### config.mk
export PLATFORM = sky130hd
export DESIGN_NAME = sseg_reader
export DESIGN_NICKNAME = d
export VERILOG_FILES = /design/src/rtl/sseg_pkg.sv /design/src/rtl/sseg_pattern_decode.sv /design/src/rtl/sseg_reader.sv
export SDC_FILE = /design/constraint.sdc
export NUM_CORES = 1
export LEC_CHECK = 0
export BUFFER_PORTS_ARGS = -buffer_cell sky130_fd_sc_hd__buf_2
export CORE_ASPECT_RATIO = 0.75
export CORE_MARGIN = 2
export CORE_UTILIZATION = 56
export DETAILED_ROUTE_END_ITERATION = 12
export PLACE_DENSITY = 0.83
export SLEW_MARGIN = 20
export SYNTH_ARGS = -nofsm -noshare
export SYNTH_HDL_FRONTEND = slang
export SYNTH_SLANG_ARGS = --single-unit
### constraint.sdc
create_clock -name clk -period 3.05 [get_ports clk]
set_input_delay 0.4575 -clock clk [delete_from_list [all_inputs] [get_ports clk]]
set_output_delay 0.4575 -clock clk [all_outputs]
set_load 0.1 [all_outputs]
### src/rtl/sseg_pkg.sv
// Shared segment constants and types for the seven-segment reader.
// Pattern encoding is active-high, bit0 = segment a .. bit6 = segment g.
package sseg_pkg;

   localparam int SEG_A = 0;
   localparam int SEG_B = 1;
   localparam int SEG_C = 2;
   localparam int SEG_D = 3;
   localparam int SEG_E = 4;
   localparam int SEG_F = 5;
   localparam int SEG_G = 6;

   typedef logic [6:0] seg_t;
   typedef logic [3:0] nibble_t;

   localparam seg_t SEG_0     = 7'h3F;
   localparam seg_t SEG_1     = 7'h06;
   localparam seg_t SEG_2     = 7'h5B;
   localparam seg_t SEG_3     = 7'h4F;
   localparam seg_t SEG_4     = 7'h66;
   localparam seg_t SEG_5     = 7'h6D;
   localparam seg_t SEG_6     = 7'h7D;
   localparam seg_t SEG_7     = 7'h07;
   localparam seg_t SEG_8     = 7'h7F;
   localparam seg_t SEG_9     = 7'h6F;
   localparam seg_t SEG_HA    = 7'h77;
   localparam seg_t SEG_HB    = 7'h7C;
   localparam seg_t SEG_HC    = 7'h39;
   localparam seg_t SEG_HD    = 7'h5E;
   localparam seg_t SEG_HE    = 7'h79;
   localparam seg_t SEG_HF    = 7'h71;
   localparam seg_t SEG_BLANK = 7'h00;

endpackage

### src/rtl/sseg_pattern_decode.sv
// Maps a segment pattern back to its hex nibble.
// Unlisted patterns report known=0; the all-off pattern is a blank zero.
module sseg_pattern_decode
   import sseg_pkg::*;
(
   input  seg_t    seg,
   output logic    known,
   output logic    blank,
   output nibble_t nibble
);

   // reverse lookup of the display font
   always_comb begin
      known  = 1'b1;
      blank  = 1'b0;
      nibble = 4'h0;
      case (seg)
         SEG_0:     nibble = 4'h0;
         SEG_1:     nibble = 4'h1;
         SEG_2:     nibble = 4'h2;
         SEG_3:     nibble = 4'h3;
         SEG_4:     nibble = 4'h4;
         SEG_5:     nibble = 4'h5;
         SEG_6:     nibble = 4'h6;
         SEG_7:     nibble = 4'h7;
         SEG_8:     nibble = 4'h8;
         SEG_9:     nibble = 4'h9;
         SEG_HA:    nibble = 4'hA;
         SEG_HB:    nibble = 4'hB;
         SEG_HC:    nibble = 4'hC;
         SEG_HD:    nibble = 4'hD;
         SEG_HE:    nibble = 4'hE;
         SEG_HF:    nibble = 4'hF;
         SEG_BLANK: blank  = 1'b1;
         default:   known  = 1'b0;
      endcase
   end

endmodule

### src/rtl/sseg_reader.sv
// Seven-segment display monitor: debounces the mux bus and rebuilds frames.
// Define SSEG_READER_CHANGE_ONLY_EN to drop frames equal to the last one.
module sseg_reader
   import sseg_pkg::*;
#(
   parameter int NUM_DIGITS    = 4,
   parameter int STABLE_CYCLES = 4
)(
   input  logic                    clk,
   input  logic                    reset,
   input  logic [6:0]              sseg_in,
   input  logic [NUM_DIGITS-1:0]   sel_in,
   output logic [4*NUM_DIGITS-1:0] out_value,
   output logic [NUM_DIGITS-1:0]   out_blank,
   output logic                    out_valid,
   input  logic                    out_ready,
   output logic                    err,
   input  logic                    err_clr
);

   typedef enum logic {COLLECT, PRESENT} state_t;

   localparam int            CW      = 8;
   localparam logic [CW-1:0] CNT_MAX = CW'(STABLE_CYCLES);
   localparam logic [CW-1:0] CNT_ACC = CW'(STABLE_CYCLES - 2);

   seg_t                    sseg_q;
   seg_t                    sseg_p;
   logic [NUM_DIGITS-1:0]   sel_q;
   logic [NUM_DIGITS-1:0]   sel_p;
   logic [CW-1:0]           cnt;
   logic                    same;
   logic                    onehot;
   logic                    accept;
   logic                    known;
   logic                    blank;
   nibble_t                 nib;

   logic [4*NUM_DIGITS-1:0] shadow_val;
   logic [NUM_DIGITS-1:0]   shadow_blank;
   logic [NUM_DIGITS-1:0]   captured;
   logic                    full;
   logic                    dup;

   state_t                  state;
   state_t                  state_n;
   logic                    load;
   logic                    clr_cap;

   assign same   = (sel_q == sel_p) && (sseg_q == sseg_p);
   assign onehot = $onehot(sel_q);
   // counter moves to STABLE_CYCLES-1 on this edge: the single accept point
   assign accept = same && onehot && (cnt == CNT_ACC);
   assign full   = &captured;

   sseg_pattern_decode u_dec (
      .seg    (sseg_q),
      .known  (known),
      .blank  (blank),
      .nibble (nib)
   );

`ifdef SSEG_READER_CHANGE_ONLY_EN
   logic [4*NUM_DIGITS-1:0] last_val;
   logic [NUM_DIGITS-1:0]   last_blank;

   assign dup = (shadow_val == last_val) && (shadow_blank == last_blank);

   // remember the last frame handed out; all ones so the first always differs
   always_ff @(posedge clk) begin
      if (reset) begin
         last_val   <= '1;
         last_blank <= '1;
      end else if (load) begin
         last_val   <= shadow_val;
         last_blank <= shadow_blank;
      end
   end
`else
   assign dup = 1'b0;
`endif

   // register the bus and measure how long it has held still
   always_ff @(posedge clk) begin
      if (reset) begin
         sseg_q <= '0;
         sseg_p <= '0;
         sel_q  <= '0;
         sel_p  <= '0;
         cnt    <= '0;
      end else begin
         sseg_q <= sseg_in;
         sel_q  <= sel_in;
         sseg_p <= sseg_q;
         sel_p  <= sel_q;
         if (!same || !onehot) begin
            cnt <= '0;
         end else if (cnt != CNT_MAX) begin
            cnt <= cnt + 1'b1;
         end
      end
   end

   // write accepted digits into the shadow frame
   always_ff @(posedge clk) begin
      if (reset) begin
         shadow_val   <= '0;
         shadow_blank <= '0;
         captured     <= '0;
      end else begin
         if (clr_cap) begin
            captured <= '0;
         end
         for (int i = 0; i < NUM_DIGITS; i++) begin
            if (accept && known && sel_q[i]) begin
               shadow_val[4*i +: 4] <= nib;
               shadow_blank[i]      <= blank;
               captured[i]          <= 1'b1;
            end
         end
      end
   end

   // frame sequencing: decide when a complete shadow is handed out
   always_comb begin
      state_n = state;
      load    = 1'b0;
      clr_cap = 1'b0;
      unique case (state)
         COLLECT: begin
            if (full) begin
               clr_cap = 1'b1;
               if (!dup) begin
                  load    = 1'b1;
                  state_n = PRESENT;
               end
            end
         end
         PRESENT: begin
            if (out_ready) begin
               if (full) begin
                  clr_cap = 1'b1;
                  if (dup) begin
                     state_n = COLLECT;
                  end else begin
                     load = 1'b1;
                  end
               end else begin
                  state_n = COLLECT;
               end
            end
         end
      endcase
   end

   // state register, output frame and sticky error
   always_ff @(posedge clk) begin
      if (reset) begin
         state     <= COLLECT;
         out_value <= '0;
         out_blank <= '0;
         err       <= 1'b0;
      end else begin
         state <= state_n;
         if (load) begin
            out_value <= shadow_val;
            out_blank <= shadow_blank;
         end
         if (accept && !known) begin
            err <= 1'b1;
         end else if (err_clr) begin
            err <= 1'b0;
         end
      end
   end

   assign out_valid = (state == PRESENT);

endmodule

Yosys cells after proc, flatten, opt, wreduce, memory -nomap -nowiden
Index checks and enable logic that the tools add are counted.

storage, ports and cells
  bits in latches = 0
  input port bits = 15
  memories = 0
  logic and storage cells = 84
  flip-flop bits (word level) = 76
  memory bits (writable) = 0
  memory bits (read-only) = 0

cells by class
  divide/modulo/power cells = 0
  bitwise operators = 1
  shift-type cells = 0
  equal/unequal tests = 21
  add/sub/neg operators = 4
  reduce and logical (&&, ||, !) cells = 22
  $mul = 0
  multiplexer cells = 15
  magnitude comparators = 0

operator list
  operator                                                                 count
  7-bit equality test, second input constant                               12
  4-bit one-hot mux with 15 select lines                                   1
  17-bit OR reduction                                                      1
  7-bit by 3-bit equality test with 1-bit output, second input constant    2
  7-bit by 6-bit equality test with 1-bit output, second input constant    2
  1-bit 2-to-1 mux                                                         11
  2-bit nonzero test                                                       5
  1-bit logical AND                                                        9
  8-bit by 1-bit adder with 8-bit output, second input constant            1
  8-bit by 2-bit equality test with 1-bit output, second input constant    1
  8-bit by 3-bit inequality test with 1-bit output, second input constant  1
  7-bit equality test                                                      1
  7-bit zero test                                                          1
  1-bit by 1-bit adder with 2-bit output                                   2
  4-bit equality test                                                      1
  4-bit 2-to-1 mux                                                         1
  1-bit one-hot mux with 2 select lines                                    2
  4-bit AND reduction                                                      1
  2-bit by 2-bit adder with 3-bit output                                   1
  3-bit by 1-bit equality test with 1-bit output, second input constant    1
  1-bit zero test                                                          3
  2-bit OR reduction                                                       1
  1-bit logical OR                                                         1
  1-bit NOT                                                                1

Longest topological paths before layout
  depth in word-level cells = 8
  depth in mapped cells = 11
  mapped depth without buffers = 11

Cells and area by module
A second synthesis with hierarchy kept.

second synthesis, totals
  cells, all modules = 359
  area total of the unflattened synthesis = 3355.7 sq um

by module, submodules not included
  module               area an instance (sq um)  cells an instance  seq. area each (sq um)  times used
  sseg_reader          2979.1                    307                1521.5                  1
  sseg_pattern_decode  376.6                     52                 0.0                     1

Worst setup path before layout
Ideal clock, no wire load.

  path kind = flip-flop to flip-flop
  start = register sel_q[0]
  end = register shadow_val[3]
  required time = 2.983 ns
  data arrival time = 2.738 ns
  buffers on the path = 0
  path slack = 0.245 ns
  cell stages (with the launch flop) = 12
  cell sequence = dfxtp_1 -> inv_1 -> fa_1 -> inv_1 -> ha_1 -> ha_1 -> nor3b_2 -> nand4_2 -> or4_4 -> nor3_4 -> nand2_1 -> o21ai_2

between the ends
  cells in the longest elaborated chain, start to end = 7
  elaborated cells between the ends (all ways) = 9
  those cells by class = 2 x add/sub; 2 x eq/ne; 5 x reduce/logical

RTL lines
  element                                                       line                text
  from (decl)                                                   sseg_reader.sv:29   logic [NUM_DIGITS-1:0] sel_q;
  from (signal assigned)                                        sseg_reader.sv:93   sel_q <= sel_in;
  1-bit by 1-bit adder with 2-bit output (implied by the code)  sseg_reader.sv:51   assign onehot = $onehot(sel_q);
  2-bit by 2-bit adder with 3-bit output (implied by the code)  sseg_reader.sv:51
  3-bit by 1-bit equality test with 1-bit output                sseg_reader.sv:51
  1-bit logical AND (2 in series)                               sseg_reader.sv:53   assign accept = same && onehot && (cnt == CNT_ACC);
  1-bit logical AND                                             sseg_reader.sv:115  if (accept && known && sel_q[i]) begin
  1-bit logical AND (*)                                         sseg_reader.sv:115
  to (signal, indexed assignment)                               sseg_reader.sv:116  shadow_val[4*i +: 4] <= nib;
  to (decl)                                                     sseg_reader.sv:39   logic [4*NUM_DIGITS-1:0] shadow_val;

Every way passes the cells marked *; elsewhere a longest branch is shown, timed or not.
A chain may end at the register's enable or synchronous reset.

Worst setup path in the final report
  start = register sel_q[0]
  end = register shadow_val[11]

between the ends
  cells in the longest elaborated chain, start to end = 7
  elaborated cells between the ends (all ways) = 9
  those cells by class = 2 x add/sub; 2 x eq/ne; 5 x reduce/logical

RTL lines
  element                                                       line
  1-bit by 1-bit adder with 2-bit output (implied by the code)  sseg_reader.sv:51
  2-bit by 2-bit adder with 3-bit output (implied by the code)  sseg_reader.sv:51
  3-bit by 1-bit equality test with 1-bit output                sseg_reader.sv:51
  1-bit logical AND (*) (2 in series)                           sseg_reader.sv:53
  1-bit logical AND (*) (2 in series)                           sseg_reader.sv:115

Marks and branches as above.

==> summary.txt <==
vias in the first global route - 2,336
Worst-path clk slew - 0.07 ns
Syn Nets - 394
Seq/Total Area, Yosys - 45.6%
Multi-input gate area - 1680 µm²
CTS tree - built
dpl cell area - 3550 µm²
part of the cycle the worst path needs - 93.7%
# IOs - 37
P&R area growth vs syn - 11.1%
power per cell area - 478 nW/µm²
CTS sink cnt - 76
setup TNS - 0 ns
Max Root-Sink Buffers - 2
Clock Latency Late Sink - 0.35 ns
Synth cell types - 52
final net count - 426
# setup viols final - 0
dpl cells - 472
WL final - 6400 µm
DRT Pass-1 Iters - 5
GR Util met3 - 8.31%
commonest non-fill, non-tap cell in the layout - dfxtp_1
max-slew violation count - 0
Buffers on Ports - 36
post-DP HPWL - 4460 µm
initial antenna violation count - 0
DRC - 0
CTS hold repair buffers - 0
global routing usage on met2 - 30.6%
Antenna Cells - 0
total core area - 5800 µm²
CP arrival - 3.14 ns
grt met1 use - 28.3%
layout cell share with drive strength beyond 1 - 17.4%
Cells after Synth - 373
register area - 1520 µm²
Fin. Hold Viols - 0
GP Congestion - 0.873
Synth Warn # - 0
Post-CTS Setup Inserts - 0
worst slew pin tran - 0.882 ns
Std-Cell Rows - 24
top achievable clock speed - 350 MHz
die width - 93.2 µm
RSZ-0062 raised after global routing - no
flops & latches, synth - 76
largest net degree at the start of global routing - 47
min cycle time layout - 2.86 ns
GRT Total Usage - 20.8%
crit start category - flop
Worst Path Required - 3.33 ns
gr ovfl total - 0
Fillers - 507
critical path type - flop to flop
Peak VDD IR - 0.338 mV
routed vias/inst - 5.38
die height - 70.9 µm
GRT Max-Usage Layer - met2
H-tree depth - 3
Max Fanout on Critical Path - 5
starting density of the core - 57.6%
number of gates resized after CTS - 0
Worst setup EP type - flop
fin cells - 486
HP Class - input port to flop
Initial DRC Count - 185
slew margin rel. - 41.2%
CTS Buf Count - 9
CTS root buffer - clkbuf_8
LEAKAGE - 1.42 nW
average size of a mapped cell - 8.95 µm²
Die ar. - 6600 µm²
first-pass GRT wire length - 10,700 µm
Final Instance Area - 3710 µm²
Max-Cap Viols - 0
DR WL/cell - 13.2 µm
Clock Skews - 0.00944 ns
commonest non-fill, non-tap cells in the layout - 76 x dfxtp_1, 58 x nand2_1, 37 x a21oi_1
via count - 2,617
area of the mapped netlist - 3340 µm²
Routed Antenna Nets - 0
status - finished, final reports clean
## worst max-delay path: stages (launching register included)
cell and delay (ns):
dfxtp_1 0.33, inv_1 0.07, fa_1 0.53, inv_1 0.04, ha_1 0.17, ha_1 0.28, nor3b_2 0.19, nand4_2 0.16
or4_4 0.59, nor3_4 0.26, nand2_1 0.09, o21ai_1 0.09
## per-layer routing
| layer | wire [µm] | share of wire (%) | up-vias |
|---|---|---|---|
| li1 | - | - | 1325 |
| met1 | 3090 | 48 | 1207 |
| met2 | 2860 | 45 | 79 |
| met3 | 380 | 5.9 | 6 |
| met4 | 64 | 1.0 | 0 |
| met5 | 0 | 0 | - |
## cells in the mapped netlist (all sizes together)
library cell	n	area (µm²)
a21o	1	7.51
a21oi	38	201
a22oi	1	7.51
a311o	1	10.0
a311oi	1	26.3
a31o	1	8.76
a32oi	1	8.76
a41oi	1	8.76
and2	3	18.8
and3	4	25.0
and3b	1	8.76
buf	8	55.1
clkbuf	12	45.0
dfxtp	76	1520
fa	1	20.0
ha	5	62.6
inv	9	33.8
mux2i	12	120
nand2	59	224
nand2b	23	151
nand3	14	70.1
nand4	5	37.5
nand4b	3	26.3
nor2	17	63.8
nor2b	18	113
nor3	6	41.3
nor3b	3	27.5
nor4	2	27.5
nor4b	1	8.76
o211ai	1	7.51
o21ai	17	100
o22ai	2	12.5
o32ai	2	25.0
or2	1	6.26
or3	2	12.5
or3b	1	8.76
or4	1	11.3
xnor2	13	121
xor2	6	52.6
## sequential cells by signal (all words and copies together) (netlist names)
register / flops
sseg_p: 7
err: 1
cnt: 8
shadow_val: 16
out_value: 16
sel_p: 4
out_valid: 1
sel_q: 4
sseg_q: 7
captured: 4
shadow_blank: 4
out_blank: 4
## worst paths after layout
path	startpoint	end	slack, ns	cells after the start
hold / removal	sseg_in[3]	sseg_q[3]$_SDFF_PP0_	0.32	2
hold reg to reg	out_value[13]$_SDFFE_PP0P_	out_value[13]$_SDFFE_PP0P_	0.45	2
setup reg to reg	sel_q[0]$_SDFF_PP0_	shadow_val[11]$_SDFFE_PP0P_	0.19	11
setup / recovery	sel_q[0]$_SDFF_PP0_	shadow_val[11]$_SDFFE_PP0P_	0.19	11
## report_power, final
part | switching, mW | total [mW] | internal [mW]
Clock | 0.330 | 0.634 | 0.304
Sequential | 0.0238 | 1.03 | 1.01
Combinational | 0.0581 | 0.108 | 0.0500
Total | 0.412 | 1.77 | 1.36
## metrics by stage
step                      util [%]  power, mW  hold WS, ns  worst slack, ns
after floorplan                  -       1.13        0.428            0.245
after global placement        61.3       1.16        0.442            0.256
after detailed placement      61.3       1.16        0.445            0.174
after CTS                     64.0       1.79        0.305            0.132
after global routing          64.0       1.84        0.298           0.0551
final                         64.0       1.77        0.318            0.191
## cell families (layout without fill, tap and decap cells)
kind of cell    Yosys count  after routing  synth area share (%)
mux                      12             12                  3.60
compound gates           67             67                  12.7
buf+inv                  29             64                  4.01
fa+ha+maj                 6              6                  2.47
xor+xnor                 19             19                  5.21
flops                    76             76                  45.6
simple gates            164            164                  26.4
## area by class of cell
cell class | count | share of cell area [%]
Clock buffer | 11 | 3.81
Clock inverter | 3 | 0.405
Inverter | 9 | 0.911
Multi-Input combinational cell | 268 | 45.4
Sequential cell | 76 | 41.0
Tap cell | 78 | 2.63
Timing Repair Buffer | 41 | 5.87
No activity file was read; power rests on OpenSTA's default activity.
